==> config.mk <==
export PLATFORM = sky130hd
export DESIGN_NAME = mem_align_unit
export DESIGN_NICKNAME = d
export VERILOG_FILES = /design/src/rtl/mem_pkg.sv /design/src/rtl/ld_ext.sv /design/src/rtl/mem_align_unit.sv
export SDC_FILE = /design/constraint.sdc
export NUM_CORES = 1
export LEC_CHECK = 0
export CAP_MARGIN = 20
export CORE_UTILIZATION = 68
export CTS_CLUSTER_DIAMETER = 40
export CTS_CLUSTER_SIZE = 28
export DETAILED_ROUTE_END_ITERATION = 7
export DONT_BUFFER_PORTS = 1
export PLACE_DENSITY = 0.95
export SLEW_MARGIN = 0
export SYNTH_ARGS = -nofsm -noshare
export SYNTH_HDL_FRONTEND = slang
export SYNTH_HIERARCHICAL = 1
export SYNTH_SLANG_ARGS = --single-unit
==> constraint.sdc <==
create_clock -name clk -period 4.5 [get_ports clk]
set_clock_uncertainty 0.15 [all_clocks]
set_input_delay 0.9 -clock clk [delete_from_list [all_inputs] [get_ports clk]]
set_output_delay 0.9 -clock clk [all_outputs]
set_load 0.05 [all_outputs]
==> src/rtl/mem_pkg.sv <==
// Shared encodings for the data-memory load/store path.
package mem_pkg;

    // Access size encoding as carried on req_size
    localparam logic [1:0] SIZE_BYTE = 2'd0;
    localparam logic [1:0] SIZE_HALF = 2'd1;
    localparam logic [1:0] SIZE_WORD = 2'd2;
    localparam logic [1:0] SIZE_ILL  = 2'd3;

    // Extension op, same encoding as the immediate extender
    localparam logic EXT_ZERO = 1'b0;
    localparam logic EXT_SIGN = 1'b1;

    typedef enum logic [1:0] {
        MAU_IDLE   = 2'd0,
        MAU_REQ    = 2'd1,
        MAU_WAIT_R = 2'd2,
        MAU_RESP   = 2'd3
    } mau_state_e;

    // True when the size is illegal or the address is not naturally aligned
    function automatic logic access_err(input logic [1:0] size, input logic [1:0] off);
        logic err;
        case (size)
            SIZE_BYTE: err = 1'b0;
            SIZE_HALF: err = off[0];
            SIZE_WORD: err = |off;
            default:   err = 1'b1;
        endcase
        return err;
    endfunction

endpackage

==> src/rtl/ld_ext.sv <==
// Load lane select plus zero/sign extension to 32 bits (purely combinational).
module ld_ext
    import mem_pkg::*;
(
    input  logic [31:0] rdata,
    input  logic [1:0]  addr,
    input  logic [1:0]  size,
    input  logic        ext,
    output logic [31:0] data
);

    logic [3:0][7:0] lanes;
    logic [7:0]      byte_v;
    logic [15:0]     half_v;
    logic            fill;

    assign lanes = rdata;

    // Pick the addressed lane(s) and extend per the ext op
    always_comb begin
        byte_v = lanes[addr];
        half_v = addr[1] ? rdata[31:16] : rdata[15:0];
        fill   = 1'b0;
        data   = rdata;
        case (size)
            SIZE_BYTE: begin
                fill = (ext == EXT_SIGN) & byte_v[7];
                data = {{24{fill}}, byte_v};
            end
            SIZE_HALF: begin
                fill = (ext == EXT_SIGN) & half_v[15];
                data = {{16{fill}}, half_v};
            end
            default: data = rdata;
        endcase
    end

endmodule

==> src/rtl/mem_align_unit.sv <==
// Load/store alignment unit between the MEM stage and a word-addressed,
// variable-latency data memory. Stores are lane-replicated with byte
// enables; loads are lane-selected and extended by ld_ext.
module mem_align_unit
    import mem_pkg::*;
#(
    parameter int ADDR_W = 32,
    parameter int DATA_W = 32
) (
    input  logic              clk,
    input  logic              reset,
    input  logic              req_valid,
    output logic              req_ready,
    input  logic              req_we,
    input  logic [1:0]        req_size,
    input  logic              req_signed,
    input  logic [ADDR_W-1:0] req_addr,
    input  logic [DATA_W-1:0] req_wdata,
    output logic              mem_valid,
    input  logic              mem_ready,
    output logic [ADDR_W-1:0] mem_addr,
    output logic              mem_we,
    output logic [3:0]        mem_be,
    output logic [DATA_W-1:0] mem_wdata,
    input  logic              mem_rvalid,
    input  logic [DATA_W-1:0] mem_rdata,
    output logic              rsp_valid,
    output logic [DATA_W-1:0] rsp_rdata,
    output logic              rsp_err,
    output logic              busy
);

    mau_state_e  state, state_nxt;

    logic        acc_err;
    logic        accept;
    logic [3:0]  st_be;
    logic [31:0] st_wdata;
    logic [31:0] ld_data;

    // Request fields needed after acceptance
    logic        we_q;
    logic [1:0]  size_q;
    logic        sgn_q;
    logic [1:0]  off_q;

    assign acc_err = access_err(req_size, req_addr[1:0]);
    assign accept  = (state == MAU_IDLE) & req_valid;

    // State register
    always_ff @(posedge clk) begin
        if (!reset) state <= MAU_IDLE;
        else        state <= state_nxt;
    end

    // Next-state and state-decoded handshake outputs
    always_comb begin
        state_nxt = state;
        req_ready = 1'b0;
        mem_valid = 1'b0;
        rsp_valid = 1'b0;
        busy      = 1'b1;
        case (state)
            MAU_IDLE: begin
                req_ready = 1'b1;
                busy      = 1'b0;
                if (req_valid) state_nxt = acc_err ? MAU_RESP : MAU_REQ;
            end
            MAU_REQ: begin
                mem_valid = 1'b1;
                // rvalid is deliberately not looked at here
                if (mem_ready) state_nxt = we_q ? MAU_RESP : MAU_WAIT_R;
            end
            MAU_WAIT_R: begin
                if (mem_rvalid) state_nxt = MAU_RESP;
            end
            MAU_RESP: begin
                rsp_valid = 1'b1;
                state_nxt = MAU_IDLE;
            end
            default: state_nxt = MAU_IDLE;
        endcase
    end

    // Store lane steering; loads always fetch the full word with no data
    always_comb begin
        st_be    = 4'b1111;
        st_wdata = 32'd0;
        if (req_we) begin
            case (req_size)
                SIZE_BYTE: begin
                    st_be    = 4'b0001 << req_addr[1:0];
                    st_wdata = {4{req_wdata[7:0]}};
                end
                SIZE_HALF: begin
                    st_be    = req_addr[1] ? 4'b1100 : 4'b0011;
                    st_wdata = {2{req_wdata[15:0]}};
                end
                default: begin
                    st_be    = 4'b1111;
                    st_wdata = req_wdata;
                end
            endcase
        end
    end

    ld_ext u_ld_ext (
        .rdata (mem_rdata),
        .addr  (off_q),
        .size  (size_q),
        .ext   (sgn_q),
        .data  (ld_data)
    );

    // Latch the request on acceptance; capture load data on rvalid
    always_ff @(posedge clk) begin
        if (!reset) begin
            we_q      <= 1'b0;
            size_q    <= SIZE_BYTE;
            sgn_q     <= EXT_ZERO;
            off_q     <= 2'd0;
            mem_addr  <= '0;
            mem_we    <= 1'b0;
            mem_be    <= 4'd0;
            mem_wdata <= '0;
            rsp_rdata <= '0;
            rsp_err   <= 1'b0;
        end else begin
            if (accept) begin
                we_q      <= req_we;
                size_q    <= req_size;
                sgn_q     <= req_signed;
                off_q     <= req_addr[1:0];
                rsp_err   <= acc_err;
                rsp_rdata <= '0;
                // Faulting accesses never reach memory, so leave the bus regs alone
                if (!acc_err) begin
                    mem_addr  <= {req_addr[ADDR_W-1:2], 2'b00};
                    mem_we    <= req_we;
                    mem_be    <= st_be;
                    mem_wdata <= st_wdata;
                end
            end
            if (state == MAU_WAIT_R && mem_rvalid) rsp_rdata <= ld_data;
        end
    end

endmodule

==> impl_metrics.ini, run 1 <==
[pwr]
switching_share_pct = 41.27
p_int_mw = 1.582
pwr-share-comb_pct = 25.1
p_clk_share_pct = 24.6
switching_power_mw = 1.111
p_leak_nw = 1.872
peakVddDrop_mv = 0.2608
powerDensity_mw_per_mm2 = 514.2
sequentialPowerShare_pct = 50.4

[detailed_routing]
via_per_inst = 6.582
vias = 4423
ant_nets = 0
drt-initial-drc-count = 274
wl_met1_um = 4702
met2_length_um = 6426
firstDrtPassIters = 5
highest_layer = met4
wire_per_inst_um = 19.23
drt_wl_total_um = 12920
wl_met3_um = 1480
drcViolationCount = 0

[logic_synthesis]
yosys-top-cells-count = dfxtp_1, nand3_1, a21oi_1, nand2_1, nor2_1
synth_top_area_cell = dfxtp_1
syn_area_mm2 = 0.005121
synthFlopType = dfxtp_1
synth.area.top_cells = dfxtp_1, mux2i_1, nand3_1, a21oi_1, a22oi_1
synthArstFlopShare_pct = 0
avgSynthCellArea_um2 = 8.354
synth_warnings = 6
ys_ff_latch = 108
synthCells = 613
synth.most_common_cell = dfxtp_1
synth.top_cell.area_share_pct = 42.22
ys_seq_area_share_pct = 42.22
synth_edf_count = 0
ys_types = 40

[clocking]
clock_sinks = 108
post_cts_buffers = 0
hold_buffers = 0
cts_resized = 0
cts.clk_slew.worst_paths_ns = 0.10
clock_path_buffers = 2
numCtsBuffers = 9
root_buffer = clkbuf_8
clock_latency_ns = 0.36
cts_tree = yes
cts_htree_levels = 3

[worst_hold_path]
min_path_type = reg -> reg

[run_status]
outcome = complete, no violations

[worst_setup_path]
crit_path_max_incr_delay_ns = 0.59
cp_common_cell = inv_1
cp_cell_sequence = inv_1 -> ha_1 -> inv_1
cp-start-kind = register
critical_path_class = reg -> out
cp-end-kind = primary output
cp.required_ns = 3.45
cp_max_fo = 5
slowest_stage = ha_1
critPathArrivalTime_ns = 1.89

[finish]
fin_cells = 672
drive_gt1_share_pct = 5.759
nNetsFinal = 678
nFillCells = 566
design_area_mm2 = 0.005238
synthToLayoutAreaGrowth_pct = 2.272
seq_area_mm2 = 0.002162
multi_input_area_mm2 = 0.002636
diodes = 0

[placement]
hpwl_um = 8857
gp_congestion = 0.8653
pre_cts_ws_ns = 1.810
placed_area_mm2 = 0.004991
dp.cells = 655
port_buffers = 0

[flow_run]
cap_violations = 0

[timing]
period_minus_slack_ns = 2.944
hold_viol = 0
final_max_slew_viol_count = 0
min_period_over_period_pct = 65.41
slew_headroom_pct = 25.56
tightest_slew_ns = 1.114
rsz0062_at_grt = false
layout_setup_ws_ns = 1.557
finalSetupViolations = 0
max_freq_mhz = 339.7
fin_setup_tns_ns = 0

[floorplanning]
die_h_um = 88.78
chipWidth_um = 88.78
num_io_pins = 211
core_area_mm2 = 0.007253
initial_utilization_pct = 70.61
dieArea_mm2 = 0.007882
rows = 31

[global_routing]
antenna_found_initial = 0
grt-ovfl-total = 0
grt_pass1_wl_um = 19070
grt_pass1_vias = 4001
grt_max_degree = 136
grt_use_total_pct = 31.59
==> routing by layer <==
layer  up-vias  track usage (%)
li1       2098                -
met1      2017            33.53
met2       269            53.64
met3        39            14.09
met4         0            15.10
met5         -                0
==> cell type report <==
cell class,count,area share [%]
Sequential cell,108,41.28
Tap cell,99,2.365
Clock buffer,9,2.365
Timing Repair Buffer,5,1.099
Clock inverter,7,2.054
Multi-Input combinational cell,437,50.33
Inverter,7,0.5017
==> state kept, by name, indices dropped and copies added, names as in the netlist <==
name and flops:
mem_addr 30, mem_be 4, mem_wdata 32, mem_we 1, off_q 2, rsp_err 1
rsp_rdata 32, sgn_q 1, size_q 2, state 2, we_q 1
==> kinds of logic after synthesis <==
group	synth area share, %
fa+ha+maj	1.222
other cells	0.07323
mux	8.014
flops	42.22
compound gates	23.55
simple gates	18.35
buf+inv	6.572
==> stage by stage <==
stage | hold WS (ns) | power [mW] | util, %
6_report | 0.3394 | 2.693 | 72.21
5_1_grt | 0.3863 | 2.818 | 72.21
4_1_cts | 0.3386 | 2.692 | 72.00
3_5_place_dp | 0.3253 | 2.037 | 68.81
3_3_place_gp | 0.2984 | 1.996 | 68.81
2_1_floorplan | 0.2842 | 1.966 | -
==> cells in the final DEF (no fill, tap or decap), types with 3 or more instances in the layout <==
master / instances
a21oi_1: 57
a22oi_1: 32
buf_4: 3
clkbuf_8: 9
dfxtp_1: 108
ha_1: 5
inv_1: 6
mux2i_1: 38
nand2_1: 57
nand3_1: 75
nor2_1: 41
nor2b_1: 20
o21ai_0: 27
o21ai_1: 20
o221ai_1: 6
o221ai_2: 3
o22a_1: 7
o31ai_1: 24
==> critical path, delay by kind of cell, from the launching register on <==
family     cells  cell delay, ns
flops          1            0.34
fa+ha+maj      1            0.59
buf+inv        2            0.60
==> power by group through the flow <==
stage | Clock [mW] | Sequential, mW | Combinational, mW
finish | 0.662 | 1.36 | 0.675
global route | 0.716 | 1.37 | 0.732
CTS | 0.676 | 1.36 | 0.661
detailed placement | 0 | 1.38 | 0.660
global placement | 0 | 1.37 | 0.625
floorplan | 0 | 1.34 | 0.621
==> worst paths after layout <==
kind	cells past startpoint	startpoint	slack, ns	end
setup reg to reg	5	off_q[1]	1.78	rsp_rdata[9]
hold / removal	2	we_q	0.34	we_q
hold reg to reg	2	we_q	0.34	we_q
setup / recovery	3	state[1]	1.56	busy
(Power assumes the default switching activity.)
==> run 2: changes to the inputs <==
CORE_UTILIZATION = 63   (was 68)
PLACE_DENSITY = 0.9   (was 0.95)
clock period = 3 ns   (was 4.5 ns; I/O delays follow)
==> run 2 against run 1 <==
Net effect:
- wire length down 2.7%
- hold slack worse by 0.13 ns
- critical path depth increased by 2
- non-clock buffer count increased by 6
- clock power increased by 34%
- die area is 7.8% higher
- setup slack got worse by 0.97 ns
- core utilization decreased by 5.0 points
- sequential power grew 49%
- critical path type unchanged
- critical endpoint unchanged
- highest routed layer unchanged
==> impl_metrics.ini, run 2 (same netlist as run 1, synthesis figures left out) <==
[clocking]
cts_resized = 0
root_buffer = clkbuf_8
clock_sinks = 108
cts_htree_levels = 3
post_cts_buffers = 0
numCtsBuffers = 9
cts.clk_slew.worst_paths_ns = 0.10
clock_latency_ns = 0.35
hold_buffers = 0
cts_tree = yes
clock_path_buffers = 2

[worst_setup_path]
cp-start-kind = register
cp-startpoint = state[0]
cp-end-kind = primary output
worstRegToRegCells = 5
r2r_start = off_q[1]
critPathArrivalTime_ns = 1.66
cp_max_fo = 5
r2r-end = rsp_rdata[9]
cp.required_ns = 2.25
critPathCapture = busy
critical_path_class = reg -> out
reg2reg_slack_ns = 0.68

[finish]
design_area_mm2 = 0.005244
final_common_cell = dfxtp_1
drive_gt1_share_pct = 6.736
nNetsFinal = 684
nFillCells = 655
synthToLayoutAreaGrowth_pct = 2.394
diodes = 0
layout_common_cells = dfxtp_1, nand3_1, a21oi_1, nand2_1, nor2_1
reg_top3 = mem_wdata (32), rsp_rdata (32), mem_addr (30)

[pwr]
powerDensity_mw_per_mm2 = 752.0
p_leak_nw = 1.880
peakVddDrop_mv = 0.3467

[timing]
fin_setup_tns_ns = 0
period_minus_slack_ns = 2.413
tightest_slew_ns = 1.018
hold_viol = 0
whs_ns = 0.2139
slew_headroom_pct = 31.91
rsz0062_at_grt = false
max_freq_mhz = 414.4
final_max_slew_viol_count = 0
min_period_over_period_pct = 80.44
finalSetupViolations = 0

[floorplanning]
num_io_pins = 211
core_area_mm2 = 0.007807
rows = 32
chipWidth_um = 92.16
initial_utilization_pct = 65.59
die_h_um = 92.16
dieArea_mm2 = 0.008493

[detailed_routing]
firstDrtPassIters = 5
drt_wl_total_um = 12570
wl_met1_um = 4792
via_per_inst = 6.460
drt-initial-drc-count = 237
wire_per_inst_um = 18.46
drcViolationCount = 0
ant_nets = 0
highest_layer = met4
met2_length_um = 6121
wl_met3_um = 1300
vias = 4399

[worst_hold_path]
min_path_type = in -> reg

[global_routing]
antenna_found_initial = 0
grt-ovfl-total = 0
grt_pass1_wl_um = 19180
grt_max_degree = 113
grt_use_total_pct = 28.15
grt_pass1_vias = 4054

[flow_run]
cap_violations = 0

[placement]
port_buffers = 0
gp_congestion = 0.9349
placed_area_mm2 = 0.005047
hpwl_um = 8933

[run_status]
outcome = complete, no violations
==> run 2: area by class of cell <==
type                            instances  area [um2]  area share [%]
Tap cell                              102       127.6           2.434
Clock inverter                          7       72.57           1.384
Clock buffer                            9       123.9           2.362
Sequential cell                       108        2162           41.23
Inverter                                7       26.28          0.5011
Timing Repair Buffer                   11       95.09           1.813
Multi-Input combinational cell        437        2636           50.27
==> run 2: report_power, final <==
part | switching [mW] | total, mW | internal (mW) | leakage (nW)
logic | 0.677 | 1.03 | 0.352 | 0.908
registers | 0.467 | 2.03 | 1.56 | 0.876
clock network | 0.495 | 0.885 | 0.390 | 0.0960
==> run 2: how the worst min path moves through the flow <==
stage                 startpoint      endpoint  slack (ns)  cells past startpoint
floorplan                   we_q          we_q        0.28                      2
global placement            we_q          we_q        0.30                      2
detailed placement          we_q          we_q        0.32                      2
CTS                 req_addr[22]  mem_addr[22]        0.20                      2
global route        req_addr[21]  mem_addr[21]        0.20                      2
finish              req_addr[17]  mem_addr[17]        0.21                      2
==> run 2: critical path, cell delays in order, from the launching register on <==
cell and delay, ns:
dfxtp_1 0.41, inv_1 0.11, ha_1 0.22, buf_4 0.20
inv_1 0.14, buf_4 0.22
==> run 2: routing by layer <==
metal  vias up  GRT usage (%)
met5         -              0
met4         0          11.33
met3        38          9.121
met2       220          48.63
met1      2040          31.96
li1       2101              -
==> run 2: per-stage QoR <==
step,cells,util (%),setup WS (ns),power (mW)
global route,681,67.16,0.4895,4.120
floorplan,614,-,0.6848,2.949
finish,681,67.16,0.5869,3.943
global placement,665,64.65,0.7301,3.044
detailed placement,665,64.65,0.6477,3.081
CTS,681,67.16,0.5770,3.945
